File: config.mk
export PLATFORM = sky130hd
export DESIGN_NAME = rate_control_mc
export DESIGN_NICKNAME = d
export VERILOG_FILES = /design/src/rtl/rate_control_mc.sv
export SDC_FILE = /design/constraint.sdc
export NUM_CORES = 1
export LEC_CHECK = 0
export BUFFER_PORTS_ARGS = -buffer_cell sky130_fd_sc_hd__buf_2
export CAP_MARGIN = 10
export CORE_MARGIN = 8
export CORE_UTILIZATION = 51
export DETAILED_ROUTE_END_ITERATION = 7
export PLACE_DENSITY = 0.74
export REMOVE_ABC_BUFFERS = 1
export SKIP_LAST_GASP = 1
export SLEW_MARGIN = 20
export SYNTH_ARGS = -nofsm -noshare
export SYNTH_HDL_FRONTEND = slang
export SYNTH_HIERARCHICAL = 1
export SYNTH_SLANG_ARGS = --single-unit
File: constraint.sdc
create_clock -name clk_i -period 10.5 [get_ports clk_i]
set_input_delay 2.1 -clock clk_i [delete_from_list [all_inputs] [get_ports clk_i]]
set_output_delay 2.1 -clock clk_i [all_outputs]
set_load 0.005 [all_outputs]
File: src/rtl/rate_control_mc.sv
// rate_control_mc: per-channel token-bucket rate limiters feeding a round-robin
// arbiter that loads a single registered output stream.

module rate_control_mc_ch #(
    parameter int COUNT_WIDTH  = 32,
    parameter int CREDIT_WIDTH = 4
) (
    input  logic                    clk_i,
    input  logic                    rst_ni,
    input  logic                    enable_i,
    input  logic [COUNT_WIDTH-1:0]  period_i,
    input  logic [CREDIT_WIDTH-1:0] ceil_i,
    input  logic                    xfer_i,
    output logic                    credit_ok_o
);
    logic [COUNT_WIDTH-1:0]  cnt_q, cnt_d;
    logic [CREDIT_WIDTH-1:0] credit_q, credit_d, credit_net;
    logic                    unthrottled;

    assign unthrottled = (period_i == '0);
    assign credit_ok_o = unthrottled || (credit_q != '0);

    // A beat leaving this cycle frees room, so the counter keeps running and a
    // saturated single-credit channel still sustains one beat per period.
    assign credit_net = (xfer_i && !unthrottled) ? credit_q - CREDIT_WIDTH'(1) : credit_q;

    always_comb begin
        cnt_d    = cnt_q;
        credit_d = credit_q;
        if (!enable_i) begin
            cnt_d    = '0;
            credit_d = '0;
        end else if (unthrottled) begin
            cnt_d = '0;
        end else if (credit_net < ceil_i) begin
            if (cnt_q >= period_i - COUNT_WIDTH'(1)) begin
                cnt_d    = '0;
                credit_d = credit_net + CREDIT_WIDTH'(1);
            end else begin
                cnt_d    = cnt_q + COUNT_WIDTH'(1);
                credit_d = credit_net;
            end
        end else begin
            cnt_d    = '0;
            credit_d = credit_net;
        end
    end

    always_ff @(posedge clk_i or negedge rst_ni) begin
        if (!rst_ni) begin
            cnt_q    <= '0;
            credit_q <= '0;
        end else begin
            cnt_q    <= cnt_d;
            credit_q <= credit_d;
        end
    end
endmodule

module rate_control_mc #(
    parameter int COUNT_WIDTH  = 32,
    parameter int AXIS_WIDTH   = 32,
    parameter int NUM_CH       = 4,
    parameter int CREDIT_WIDTH = 4
) (
    input  logic                          clk_i,
    input  logic                          rst_ni,
    input  logic [NUM_CH-1:0]             enable_i,
    input  logic [NUM_CH*COUNT_WIDTH-1:0] cycles_per_sample_i,
    input  logic [CREDIT_WIDTH-1:0]       max_credit_i,
    input  logic [NUM_CH*AXIS_WIDTH-1:0]  s_data_i,
    input  logic [NUM_CH-1:0]             s_valid_i,
    output logic [NUM_CH-1:0]             s_ready_o,
    output logic [AXIS_WIDTH-1:0]         m_data_o,
    output logic [$clog2(NUM_CH)-1:0]     m_chan_o,
    output logic                          m_valid_o,
    input  logic                          m_ready_i
);
    localparam int CHW = $clog2(NUM_CH);
    localparam int IW  = CHW + 1;

    logic [NUM_CH-1:0][COUNT_WIDTH-1:0] period_v;
    logic [NUM_CH-1:0][AXIS_WIDTH-1:0]  data_v;
    logic [CREDIT_WIDTH-1:0]            ceil_eff;
    logic [NUM_CH-1:0]                  credit_ok, elig, xfer;
    logic                               loadable, gnt_vld;
    logic [CHW-1:0]                     gnt_idx, ptr_q, ptr_d;
    logic [IW-1:0]                      scan;
    logic                               m_valid_q, m_valid_d;
    logic [AXIS_WIDTH-1:0]              m_data_q, m_data_d;
    logic [CHW-1:0]                     m_chan_q, m_chan_d;

    assign period_v = cycles_per_sample_i;
    assign data_v   = s_data_i;
    assign ceil_eff = (max_credit_i == '0) ? CREDIT_WIDTH'(1) : max_credit_i;
    assign loadable = rst_ni && (!m_valid_q || m_ready_i);
    assign elig     = enable_i & s_valid_i & credit_ok;
    assign xfer     = s_ready_o & s_valid_i;

    for (genvar g = 0; g < NUM_CH; g++) begin : g_ch
        rate_control_mc_ch #(
            .COUNT_WIDTH (COUNT_WIDTH),
            .CREDIT_WIDTH(CREDIT_WIDTH)
        ) u_ch (
            .clk_i      (clk_i),
            .rst_ni     (rst_ni),
            .enable_i   (enable_i[g]),
            .period_i   (period_v[g]),
            .ceil_i     (ceil_eff),
            .xfer_i     (xfer[g]),
            .credit_ok_o(credit_ok[g])
        );
    end

    // ptr_q is the first channel searched; it moves to one past each winner.
    always_comb begin
        gnt_vld   = 1'b0;
        gnt_idx   = '0;
        scan      = '0;
        s_ready_o = '0;
        for (int k = 0; k < NUM_CH; k++) begin
            scan = IW'(ptr_q) + IW'(k);
            if (scan >= IW'(NUM_CH)) scan = scan - IW'(NUM_CH);
            if (!gnt_vld && loadable && elig[scan[CHW-1:0]]) begin
                gnt_vld = 1'b1;
                gnt_idx = scan[CHW-1:0];
            end
        end
        if (gnt_vld) s_ready_o[gnt_idx] = 1'b1;
    end

    always_comb begin
        m_valid_d = m_valid_q;
        m_data_d  = m_data_q;
        m_chan_d  = m_chan_q;
        ptr_d     = ptr_q;
        if (gnt_vld) begin
            m_valid_d = 1'b1;
            m_data_d  = data_v[gnt_idx];
            m_chan_d  = gnt_idx;
            ptr_d     = (gnt_idx == CHW'(NUM_CH-1)) ? '0 : gnt_idx + CHW'(1);
        end else if (m_ready_i) begin
            m_valid_d = 1'b0;
        end
    end

    always_ff @(posedge clk_i or negedge rst_ni) begin
        if (!rst_ni) begin
            m_valid_q <= 1'b0;
            m_data_q  <= '0;
            m_chan_q  <= '0;
            ptr_q     <= '0;
        end else begin
            m_valid_q <= m_valid_d;
            m_data_q  <= m_data_d;
            m_chan_q  <= m_chan_d;
            ptr_q     <= ptr_d;
        end
    end

    assign m_valid_o = m_valid_q;
    assign m_data_o  = m_data_q;
    assign m_chan_o  = m_chan_q;
endmodule
==> results by group <==
Status
  – Status: finished, final reports clean

Placed design
  – Dpl cells: about 2,500
  – Dpl hpwl: 35,500 um
  – Routability Congestion: 0.989
  – I/O Buffers: between 300 and 400
  – Worst slack after detailed placement: 1.21 ns
  – Area after DPL: 17,800 um^2

Global routing
  – Vias in the first global route: 14,500
  – Largest net degree at the start of global routing: 69
  – Initial antenna violation count: 7
  – Gr usage total: between 20% and 30%
  – GRT overflow: 0
  – Global-route wire length before repair: ~73,000 um

Timing
  – Max Freq: 113 MHz
  – Total negative setup slack: 0 ns
  – Rel. slew slack: 29.8%
  – Worst Skew: between 0.015 and 0.02 ns
  – RSZ-0062 raised after global routing: false
  – Hold Fails Final Rpt: 0
  – Post-route setup slack: 1.62 ns
  – # setup viols final: 0
  – Min cycle time layout: 8.88 ns
  – Slew Limit Fails: 0
  – Final Cycle Share: between 80% and 90%
  – Hold WS: 0.478 ns
  – Slew @ Worst Pin: 1.05 ns

Routing
  – WL/cell: 17.4 um
  – Routed wire length: 43,800 um
  – First-pass DRT Iterations: 4
  – Via count: 14,300
  – Detailed Route Iter0 Violations: 658
  – Final antenna-violating net count: 0
  – DRC Markers: 0
  – Post-DR vias/cell: 5.68

Clock network
  – CTS Root Cell: clkbuf_16
  – CTS Hold Bufs: 0
  – CTS Buf Count: 17
  – CTS Buffer Depth: 2
  – H-tree levels: 4
  – Clock Latency Late Sink: 0.44 ns
  – Setup repair bufs after CTS: 0
  – TritonCTS clock tree: yes
  – CTS Sinks: 181
  – CTS resizes: 0
  – Worst-path clk slew: roughly 0.070 ns

Floorplanning
  – Area of the core: 31,300 um^2
  – I/O pin cnt: between 300 and 400
  – Die Ht: 193 um
  – Die Area: 37,400 um^2
  – Row count: 65
  – Die X: 193 um
  – Initial core utilization: about half

Setup path
  – CP Data Required Time: around 11 ns
  – Worst Setup End Kind: flip-flop
  – CP max FO: 35
  – R2R cell count: 23
  – CP startpoint kind: input port
  – Critical path class: input port to flip-flop
  – Arr. time, crit path: 9.25 ns
  – Flop2flop setup slack: 3.80 ns
  – Reg2reg start: g_ch[2].u_ch/credit_q[0]$_DFFE_PN0P_
  – Reg2reg end: g_ch[2].u_ch/credit_q[3]$_DFFE_PN0P_

Power and ir drop
  – Pleak: between 0.008 and 0.009 uW
  – Worst vdd ir: 0.105 mV
  – Combinational share of power: 36.7%
  – P_sw: 864 uW
  – Internal: 1550 uW
  – Clock share of power: 28.1%
  – Sequential share of power: 35.2%
  – Power per cell area: about 130 nW/um^2
  – Sw Share: 35.8%

Synthesis
  – Synth warn: 6
  – Sequential share of the synthesized area: 28.2%
  – Average size of a mapped cell: around 8.9 um^2
  – Distinct cell type count of the synthesized netlist: 76
  – Synthesis-stage register bit count: approximately 180
  – Synth Flop Type: dfrtp_1
  – Cells after Synth: 1,814
  – EDFF count, synth: 0
  – Asr flop ratio synth: 100%
  – Cell Area, Synth: 16,100 um^2

Finish
  – Post-route cell area: 18,500 um^2
  – Final net count: roughly 2,500
  – Layout cells sized above 1: 20.6%
  – Area grow syn2layout: 14.9%
  – Non-Filler Instances: 2,516

Job
  – Max_cap viols: 0

Hold path
  – Hold crit path type: flip-flop to flip-flop
  – Hold path cells: 1
  – Hold_sp: m_chan_o[0]$_DFFE_PN0P_
  – Hold Path End: m_chan_o[0]$_DFFE_PN0P_
logic make-up (layout without fill, tap and decap cells):
kind of cell	after synthesis	in the layout	synth area share (%)
mux	77	77	4.80
xor+xnor	254	254	13.9
compound gates	225	225	11.1
other cells	0	5	0
fa+ha+maj	168	168	13.1
flops	181	181	28.2
simple gates	789	789	25.2
buf+inv	120	415	3.77
placed cells by master (no fill, tap or decap), drive strengths merged, types with 5 or more instances in the layout:
cell type	n
and3	49
diode	5
nand3	86
or3	21
dfrtp	181
buf	322
xnor2	147
o31ai	6
and4	14
a211oi	16
nand2b	19
and2	11
o21a	5
nand4	50
o211ai	14
nor2b	12
a21o	12
o21ai	42
clkbuf	18
nor3b	7
a31oi	8
nand2	122
mux2i	77
a21oi	65
nor2	259
or4b	6
or4	19
nor4	41
ha	168
nor4b	5
a221oi	34
xor2	107
nor3	53
inv	66
final cells by class:
cell class	instances	area, um^2
flip-flops and latches	181	4530
inverters	61	229
well taps	402	503
diodes	5	12.5
clock buffers	17	425
clock inverters	14	173
multi-input cells	1513	10900
repair buffers	323	1660
fillers	2767	12900
registers in the layout, summed over array words and instances (netlist names):
register and cells:
ptr_q 2, m_data_o 32, g_ch.u_ch/credit_q 16, m_chan_o 2, g_ch.u_ch/cnt_q 128, m_valid_o 1
worst max-delay path, cell delays in order:
cell and delay, ns:
buf_2 0.11, or4_1 0.58, or4_1 0.63, nor3_1 0.52, or4b_2 0.23, nand3_1 0.18
and3_4 0.23, o211ai_2 0.19, nand2_2 0.14, o21ai_1 0.28, a31o_2 0.22, buf_4 0.48
ha_1 0.26, and3_1 0.31, o31ai_1 0.21, nand2_1 0.11, o21ai_0 0.19, ha_1 0.27
or3b_2 0.50, a211o_1 0.29, or4_4 0.44, nand3_4 0.11, o21ai_2 0.08, or4b_1 0.48
nand3_1 0.08
cell usage after synthesis, types with 41 or more instances:
library cell    n  area share (%)
mux2i_1        77             4.8
nor3_1         53             1.7
and3_1         44             1.7
nor4_1         41             1.6
inv_1          58             1.4
nand3_1        84             2.6
a21oi_1        65             2.0
nand2_1       121             2.8
xor2_1        107             5.8
dfrtp_1       181              28
nand4_1        50             1.9
ha_1          168              13
nor2_1        259             6.1
xnor2_1       147             8.0
power by group through the flow:
| stage | registers, uW | clock network (uW) | logic, uW |
|---|---|---|---|
| 2_1_floorplan | 858 | 0 | 581 |
| 3_3_place_gp | 859 | 0 | 871 |
| 3_5_place_dp | 864 | 0 | 897 |
| 4_1_cts | 850 | 694 | 899 |
| 5_1_grt | 862 | 724 | 980 |
| 6_report | 850 | 677 | 885 |
how the worst max path moves through the flow:
stage                                  start                              endpoint  cells after the start
floorplan           cycles_per_sample_i[110]       g_ch[2].u_ch/cnt_q[6]$_DFF_PN0_                     21
global placement     cycles_per_sample_i[46]  g_ch[2].u_ch/credit_q[3]$_DFFE_PN0P_                     25
detailed placement   cycles_per_sample_i[44]  g_ch[2].u_ch/credit_q[3]$_DFFE_PN0P_                     25
CTS                  cycles_per_sample_i[44]  g_ch[2].u_ch/credit_q[3]$_DFFE_PN0P_                     25
global route         cycles_per_sample_i[44]  g_ch[2].u_ch/credit_q[3]$_DFFE_PN0P_                     25
finish               cycles_per_sample_i[46]  g_ch[2].u_ch/credit_q[3]$_DFFE_PN0P_                     25
routing by layer:
| layer | wire (um) | up-vias | track usage, % |
|---|---|---|---|
| met4 | 1200 | 2 | 8.75 |
| met1 | 18900 | 6816 | 27.9 |
| met2 | 21900 | 342 | 41.1 |
| met5 | 9 | - | 0 |
| li1 | - | 7079 | - |
| met3 | 1820 | 52 | 3.77 |
stage by stage:
stage | power [uW] | util (%)
6_report | 2410 | 58.9
5_1_grt | 2570 | 58.9
4_1_cts | 2440 | 58.9
3_5_place_dp | 1760 | 57.0
3_3_place_gp | 1730 | 57.0
2_1_floorplan | 1440 | -
Note: power is estimated with default switching activity, not from simulation.
